<file path="src/rtl/multi_pulse_stretcher_pkg.sv">
// Shared definitions for the multi-channel pulse stretcher: edge-select
// encoding, default counter width and the edge-to-trigger selector.
package multi_pulse_stretcher_pkg;

    localparam int DEFAULT_COUNT_WIDTH = 24;

    typedef enum logic [1:0] {
        EDGE_RISE = 2'd0,
        EDGE_FALL = 2'd1,
        EDGE_BOTH = 2'd2,
        EDGE_NONE = 2'd3
    } edge_mode_e;

    function automatic logic edge_trigger(edge_mode_e mode, logic rise, logic fall);
        logic trig;
        case (mode)
            EDGE_RISE: trig = rise;
            EDGE_FALL: trig = fall;
            EDGE_BOTH: trig = rise | fall;
            default:   trig = 1'b0;
        endcase
        return trig;
    endfunction

endpackage

</file>
<file path="src/rtl/multi_pulse_stretcher_if.sv">
// Channel bus of the pulse stretcher: async inputs, shared configuration,
// per-channel modes and the stretched/missed outputs.
interface multi_pulse_stretcher_if
    import multi_pulse_stretcher_pkg::*;
#(
    parameter int NCHAN       = 8,
    parameter int COUNT_WIDTH = DEFAULT_COUNT_WIDTH
);
    logic [NCHAN-1:0]       pulse_a;
    logic [COUNT_WIDTH-1:0] stretchTicks;
    logic [NCHAN-1:0]       retrigger;
    logic [1:0]             edgeMode;
    logic [NCHAN-1:0]       missedClear;
    logic [NCHAN-1:0]       pulseStretch;
    logic [NCHAN-1:0]       missed;

    modport master (
        output pulse_a, stretchTicks, retrigger, edgeMode, missedClear,
        input  pulseStretch, missed
    );

    modport slave (
        input  pulse_a, stretchTicks, retrigger, edgeMode, missedClear,
        output pulseStretch, missed
    );
endinterface

</file>
<file path="src/rtl/multi_pulse_stretcher_channel.sv">
// One stretcher channel: input capture, edge detect, stretch counter and
// sticky missed flag. MULTI_PULSE_STRETCHER_SYNC_EN selects a synchroniser chain.
module stretcher_channel
    import multi_pulse_stretcher_pkg::*;
#(
    parameter int COUNT_WIDTH = DEFAULT_COUNT_WIDTH,
    parameter int SYNC_STAGES = 2
) (
    input  logic                   clk,
    input  logic                   rst,
    input  logic                   pulse_a,
    input  logic [COUNT_WIDTH-1:0] stretch_ticks,
    input  logic                   retrigger,
    input  logic [1:0]             edge_mode,
    input  logic                   missed_clear,
    output logic                   pulse_stretch,
    output logic                   missed
);

    logic level;

`ifdef MULTI_PULSE_STRETCHER_SYNC_EN
    (* ASYNC_REG = "true" *) logic [SYNC_STAGES-1:0] sync_q;
    logic [SYNC_STAGES-1:0] sync_d;

    always_comb sync_d = {sync_q[SYNC_STAGES-2:0], pulse_a};

    // NOTE: the capture stage is reset too, so no phantom edge appears after reset.
    always_ff @(posedge clk) begin
        if (rst) sync_q <= '0;
        else     sync_q <= sync_d;
    end

    assign level = sync_q[SYNC_STAGES-1];
`else
    localparam int unused_sync_stages = SYNC_STAGES;
    logic in_q, in_d;

    always_comb in_d = pulse_a;

    always_ff @(posedge clk) begin
        if (rst) in_q <= 1'b0;
        else     in_q <= in_d;
    end

    assign level = in_q;
`endif

    logic                   prev_q, prev_d;
    logic                   rise_q, rise_d;
    logic                   fall_q, fall_d;
    logic                   pulse_q, pulse_d;
    logic                   missed_q, missed_d;
    logic [COUNT_WIDTH-1:0] remaining_q, remaining_d;
    logic                   trigger, enabled, accept, ignore;

    // NOTE: combinational logic uses blocking '='; only always_ff uses '<='.
    always_comb begin
        // NOTE: every output of this block gets a default first, so no latch is inferred.
        prev_d      = level;
        rise_d      = level & ~prev_q;
        fall_d      = ~level & prev_q;
        pulse_d     = pulse_q;
        remaining_d = remaining_q;

        trigger = edge_trigger(edge_mode_e'(edge_mode), rise_q, fall_q);
        enabled = (stretch_ticks != '0) && (edge_mode_e'(edge_mode) != EDGE_NONE);
        accept  = trigger && enabled && (retrigger || !pulse_q);
        ignore  = trigger && enabled && !retrigger && pulse_q;

        // The shared length is captured only when a trigger is accepted.
        if (accept) begin
            pulse_d     = 1'b1;
            remaining_d = stretch_ticks - COUNT_WIDTH'(1);
        end else if (remaining_q != '0) begin
            remaining_d = remaining_q - COUNT_WIDTH'(1);
        end else begin
            pulse_d = 1'b0;
        end

        missed_d = ignore | (missed_q & ~missed_clear);
    end

    always_ff @(posedge clk) begin
        if (rst) begin
            prev_q      <= 1'b0;
            rise_q      <= 1'b0;
            fall_q      <= 1'b0;
            pulse_q     <= 1'b0;
            missed_q    <= 1'b0;
            remaining_q <= '0;
        end else begin
            prev_q      <= prev_d;
            rise_q      <= rise_d;
            fall_q      <= fall_d;
            pulse_q     <= pulse_d;
            missed_q    <= missed_d;
            remaining_q <= remaining_d;
        end
    end

    assign pulse_stretch = pulse_q;
    assign missed        = missed_q;

endmodule

</file>
<file path="src/rtl/multi_pulse_stretcher.sv">
// NCHAN independent pulse stretchers sharing length and edge mode.
// Define MULTI_PULSE_STRETCHER_SYNC_EN to insert SYNC_STAGES-deep input synchronisers.
module multi_pulse_stretcher
    import multi_pulse_stretcher_pkg::*;
#(
    parameter int NCHAN       = 8,
    parameter int COUNT_WIDTH = DEFAULT_COUNT_WIDTH,
    parameter int SYNC_STAGES = 2
) (
    input logic                     clk,
    input logic                     rst,
    multi_pulse_stretcher_if.slave  bus
);

    logic [NCHAN-1:0] pulse_stretch;
    logic [NCHAN-1:0] missed;

    for (genvar i = 0; i < NCHAN; i++) begin : g_chan
        stretcher_channel #(
            .COUNT_WIDTH (COUNT_WIDTH),
            .SYNC_STAGES (SYNC_STAGES)
        ) u_chan (
            .clk           (clk),
            .rst           (rst),
            .pulse_a       (bus.pulse_a[i]),
            .stretch_ticks (bus.stretchTicks),
            .retrigger     (bus.retrigger[i]),
            .edge_mode     (bus.edgeMode),
            .missed_clear  (bus.missedClear[i]),
            .pulse_stretch (pulse_stretch[i]),
            .missed        (missed[i])
        );
    end

    assign bus.pulseStretch = pulse_stretch;
    assign bus.missed       = missed;

endmodule

</file>
<file path="src/flat_wrapper.sv">
// flat-port wrapper written by rule: the top's interface ports become plain ports
module multi_pulse_stretcher_flat import multi_pulse_stretcher_pkg::*;
#(
    parameter int NCHAN       = 8,
    parameter int COUNT_WIDTH = DEFAULT_COUNT_WIDTH,
    parameter int SYNC_STAGES = 2
)
  (clk, rst, bus_pulse_a, bus_stretchTicks, bus_retrigger, bus_edgeMode, bus_missedClear, bus_pulseStretch, bus_missed);
  multi_pulse_stretcher_if #(.NCHAN(NCHAN), .COUNT_WIDTH(COUNT_WIDTH)) bus_i ();
  input logic clk;
  input logic rst;
  input wire logic [$bits(bus_i.pulse_a)-1:0] bus_pulse_a;
  input wire logic [$bits(bus_i.stretchTicks)-1:0] bus_stretchTicks;
  input wire logic [$bits(bus_i.retrigger)-1:0] bus_retrigger;
  input wire logic [$bits(bus_i.edgeMode)-1:0] bus_edgeMode;
  input wire logic [$bits(bus_i.missedClear)-1:0] bus_missedClear;
  output wire logic [$bits(bus_i.pulseStretch)-1:0] bus_pulseStretch;
  output wire logic [$bits(bus_i.missed)-1:0] bus_missed;
  assign bus_i.pulse_a = bus_pulse_a;
  assign bus_i.stretchTicks = bus_stretchTicks;
  assign bus_i.retrigger = bus_retrigger;
  assign bus_i.edgeMode = bus_edgeMode;
  assign bus_i.missedClear = bus_missedClear;
  assign bus_pulseStretch = bus_i.pulseStretch;
  assign bus_missed = bus_i.missed;
  multi_pulse_stretcher #(.NCHAN(NCHAN), .COUNT_WIDTH(COUNT_WIDTH), .SYNC_STAGES(SYNC_STAGES)) u_core (.clk(clk), .rst(rst), .bus(bus_i));
endmodule
</file>
<file path="config.mk">
export PLATFORM = sky130hd
export DESIGN_NAME = multi_pulse_stretcher_flat
export DESIGN_NICKNAME = d
export VERILOG_FILES = /design/src/rtl/multi_pulse_stretcher_pkg.sv /design/src/rtl/multi_pulse_stretcher_if.sv /design/src/rtl/multi_pulse_stretcher_channel.sv /design/src/rtl/multi_pulse_stretcher.sv /design/src/flat_wrapper.sv
export SDC_FILE = /design/constraint.sdc
export NUM_CORES = 1
export LEC_CHECK = 0
export BUFFER_PORTS_ARGS = -buffer_cell sky130_fd_sc_hd__buf_2
export CORE_MARGIN = 2
export CORE_UTILIZATION = 60
export CTS_BUF_LIST = sky130_fd_sc_hd__clkbuf_4
export DETAILED_ROUTE_END_ITERATION = 7
export PLACE_DENSITY_LB_ADDON = 0.08
export SLEW_MARGIN = 10
export SYNTH_ARGS = -nofsm -noshare
export SYNTH_HDL_FRONTEND = slang
export SYNTH_SLANG_ARGS = --single-unit
</file>
<file path="constraint.sdc">
create_clock -name clk -period 4.9 [get_ports clk]
set_input_delay 0.98 -clock clk [delete_from_list [all_inputs] [get_ports clk]]
set_output_delay 0.98 -clock clk [all_outputs]
set_load 0.03 [all_outputs]
</file>
==> results.tsv <==
metric	value	unit
synth_cell_types	67	
antenna_found_initial	1	
clkSinkCount	240	
ys_seq_area_share	37.3	%
holdBufCountCts	0	
synthFlopType	dfxtp_1	
final_cell_count_no_fill	1975	
crit_arrival	4050	ps
cts_buffer_depth	3	
chipWidth	151	um
cp-endpoint	u_core.g_chan[4].u_chan.remaining_q[17]	
place.gp.congestion	0.901	
track_usage	32.7	%
first_pass_iters	5	
dp.cells	1868	
hold_path.class	reg2reg	
worstMarginPinSlew	1230	ps
relSlewSlack	17.5	%
startpoint	bus_stretchTicks[6]	
async_reset_ff_share	0	%
overflow	0	
setup_tns	0	ps
dieArea	22700	sq um
vias_per_cell	6.10	
start_kind	primary input	
min_period	3460	ps
grt_pass1_vias	11087	
synth_edf_count	0	
drt_wl_total	37.0	mm
rr_startpoint	u_core.g_chan[4].u_chan.remaining_q[9]	
cts_buffers	61	
vdd_drop_max	0.304	mV
syn_nets	1656	
rsz0062_at_grt	false	
ff2ff_setup_slack	1850	ps
grt_pass1_wl	58.3	mm
leakage	5.58	nW
pin_count	68	
avgSynthCellArea	8.12	sq um
maxCapViolCount	0	
hold_viol	0	
hpwl	23.9	mm
die_y	151	um
grt_max_degree	112	
path_clk_slew	70	ps
cts_tree	built	
p_per_area	593	nW/um^2
fmax	289	MHz
rows	53	
root_buffer	clkbuf_4	
crit_required	5490	ps
postCtsSetupRepairBufs	0	
outcome	finished clean	
drive_gt1_share	13.9	%
final_nets	1725	
finalCritPeriodShare	70.6	%
dr_total_vias	12043	
final_common_cell	dfxtp_1	
synth.ff_latch_count	240	
p_total	0.00844	W
h-tree-depth	2	
cts_resized	0	
fill_cells	1835	
critPathKind	in2reg	
cp-end-kind	flip-flop	
core_area	21100	sq um
pre_cts_ws	829	ps
final_cell_mix	dfxtp_1 (240), nor2_1 (183), nand2_1 (155)	
worst_slack	1440	ps
finClkSkew	65.2	ps
setup_viol	0	
port-buffer-count	67	
clock_latency	730	ps
rr_worst_depth	6	
crit_fanout	14	
slew_violations	0	
fin_util	67.5	%
syn-cell-area	12900	sq um
routedWlPerCell	18.7	um
area_delta_synth_final	10.4	%
yosysWarnings	0	
route.detailed.drc	0	
regToRegEndpoint	u_core.g_chan[4].u_chan.remaining_q[14]	
drtIter0Drc	1010	
syn_inst	1587	
postRouteAntennaNets	0	
start_util	61.1	%
through the flow:
stage | area (sq um) | hold slack [ps]
2_1_floorplan | 12900 | 383
3_3_place_gp | 13500 | 386
3_5_place_dp | 13500 | 394
4_1_cts | 14200 | 395
5_1_grt | 14200 | 407
6_report | 14200 | 395
kinds of logic (layout without fill, tap and decap cells):
| family | Yosys count | count (layout) | synth area share, % |
|---|---|---|---|
| flip-flops | 240 | 240 | 37.3 |
| other | 0 | 1 | 0 |
| AND/OR/NAND/NOR | 744 | 744 | 29.9 |
| XOR/XNOR | 174 | 174 | 11.8 |
| multiplexers | 8 | 8 | 0.631 |
| AO/OA/AOI/OAI | 280 | 280 | 14.5 |
| adder cells (fa/ha/maj) | 17 | 17 | 1.65 |
| buffers and inverters | 124 | 236 | 4.23 |
sequential cells by signal (all words and copies together), names as in the netlist:
name / cells
u_core.g_chan.u_chan.rise_q: 8
u_core.g_chan.u_chan.remaining_q: 192
u_core.g_chan.u_chan.fall_q: 8
u_core.g_chan.u_chan.pulse_stretch: 8
u_core.g_chan.u_chan.prev_q: 8
u_core.g_chan.u_chan.in_q: 8
u_core.g_chan.u_chan.missed: 8
power by group:
| part | internal, W | leakage [nW] | switching [W] | total (W) |
|---|---|---|---|---|
| logic | 0.00171 | 3.15 | 0.00201 | 0.00373 |
| clock network | 0.000855 | 0.453 | 0.000831 | 0.00169 |
| registers | 0.00249 | 1.97 | 0.000543 | 0.00303 |
| total | 0.00506 | 5.58 | 0.00339 | 0.00844 |
layout make-up:
| type | instances | area, sq um | share of cell area [%] |
|---|---|---|---|
| diodes | 1 | 2.50 | 0.0176 |
| flip-flops and latches | 240 | 4800 | 33.7 |
| repair buffers | 99 | 582 | 4.09 |
| clock inverters | 13 | 50.0 | 0.352 |
| multi-input cells | 1223 | 7640 | 53.7 |
| well taps | 275 | 344 | 2.42 |
| inverters | 31 | 116 | 0.817 |
| clock buffers | 93 | 698 | 4.90 |
worst min-delay path by stage:
stage,start,end,slack [ps],cells after the start
after global routing,u_core.g_chan[7].u_chan.prev_q,u_core.g_chan[7].u_chan.rise_q,410,1
after detailed placement,u_core.g_chan[7].u_chan.prev_q,u_core.g_chan[7].u_chan.rise_q,390,1
after CTS,u_core.g_chan[7].u_chan.prev_q,u_core.g_chan[7].u_chan.rise_q,400,1
after global placement,u_core.g_chan[6].u_chan.prev_q,u_core.g_chan[6].u_chan.rise_q,390,1
final,u_core.g_chan[7].u_chan.prev_q,u_core.g_chan[7].u_chan.rise_q,390,1
after floorplan,u_core.g_chan[0].u_chan.prev_q,u_core.g_chan[0].u_chan.rise_q,380,1
worst max-delay path, cell delays in order:
cell and delay [ps]:
buf_2 130, nor4_2 720, and4_1 410, nand3_1 570, nand3_1 670, buf_4 270
nor2_1 60, a211oi_1 220
routing by layer:
metal,up-vias,wire length [um],global-route usage (%)
met3,84,3330,5.76
met5,-,0,0
met2,487,16400,50.3
met4,0,1200,12.1
met1,5627,16000,45.8
li1,5845,-,-
cell usage after synthesis, types with 5 or more instances:
master | n | area share, %
nand3b_1 | 8 | 0.47
o21ai_0 | 9 | 0.35
and3_1 | 7 | 0.34
or2_2 | 5 | 0.24
nand2_1 | 155 | 4.5
o31ai_1 | 8 | 0.47
or4_1 | 31 | 1.8
or3_1 | 32 | 1.6
a22oi_1 | 17 | 0.99
nand2b_1 | 18 | 0.87
ha_1 | 17 | 1.6
o211ai_1 | 8 | 0.47
mux2i_1 | 7 | 0.54
nor3b_1 | 16 | 0.93
o41ai_1 | 5 | 0.34
nor4_1 | 46 | 2.2
clkbuf_1 | 59 | 1.7
a211oi_1 | 69 | 4.0
xor2_1 | 83 | 5.6
nor2_1 | 183 | 5.3
nor4_2 | 6 | 0.58
and4_1 | 6 | 0.41
dfxtp_1 | 240 | 37
xnor2_1 | 91 | 6.2
nor2b_1 | 33 | 1.6
nor3_1 | 64 | 2.5
nand4_1 | 19 | 0.92
nor4b_1 | 9 | 0.61
or4_4 | 6 | 0.52
nand3_1 | 85 | 3.3
buf_4 | 16 | 0.93
buf_2 | 16 | 0.62
a2bb2oi_1 | 11 | 0.75
a21oi_1 | 108 | 4.2
inv_1 | 31 | 0.90
(Power assumes the default switching activity.)
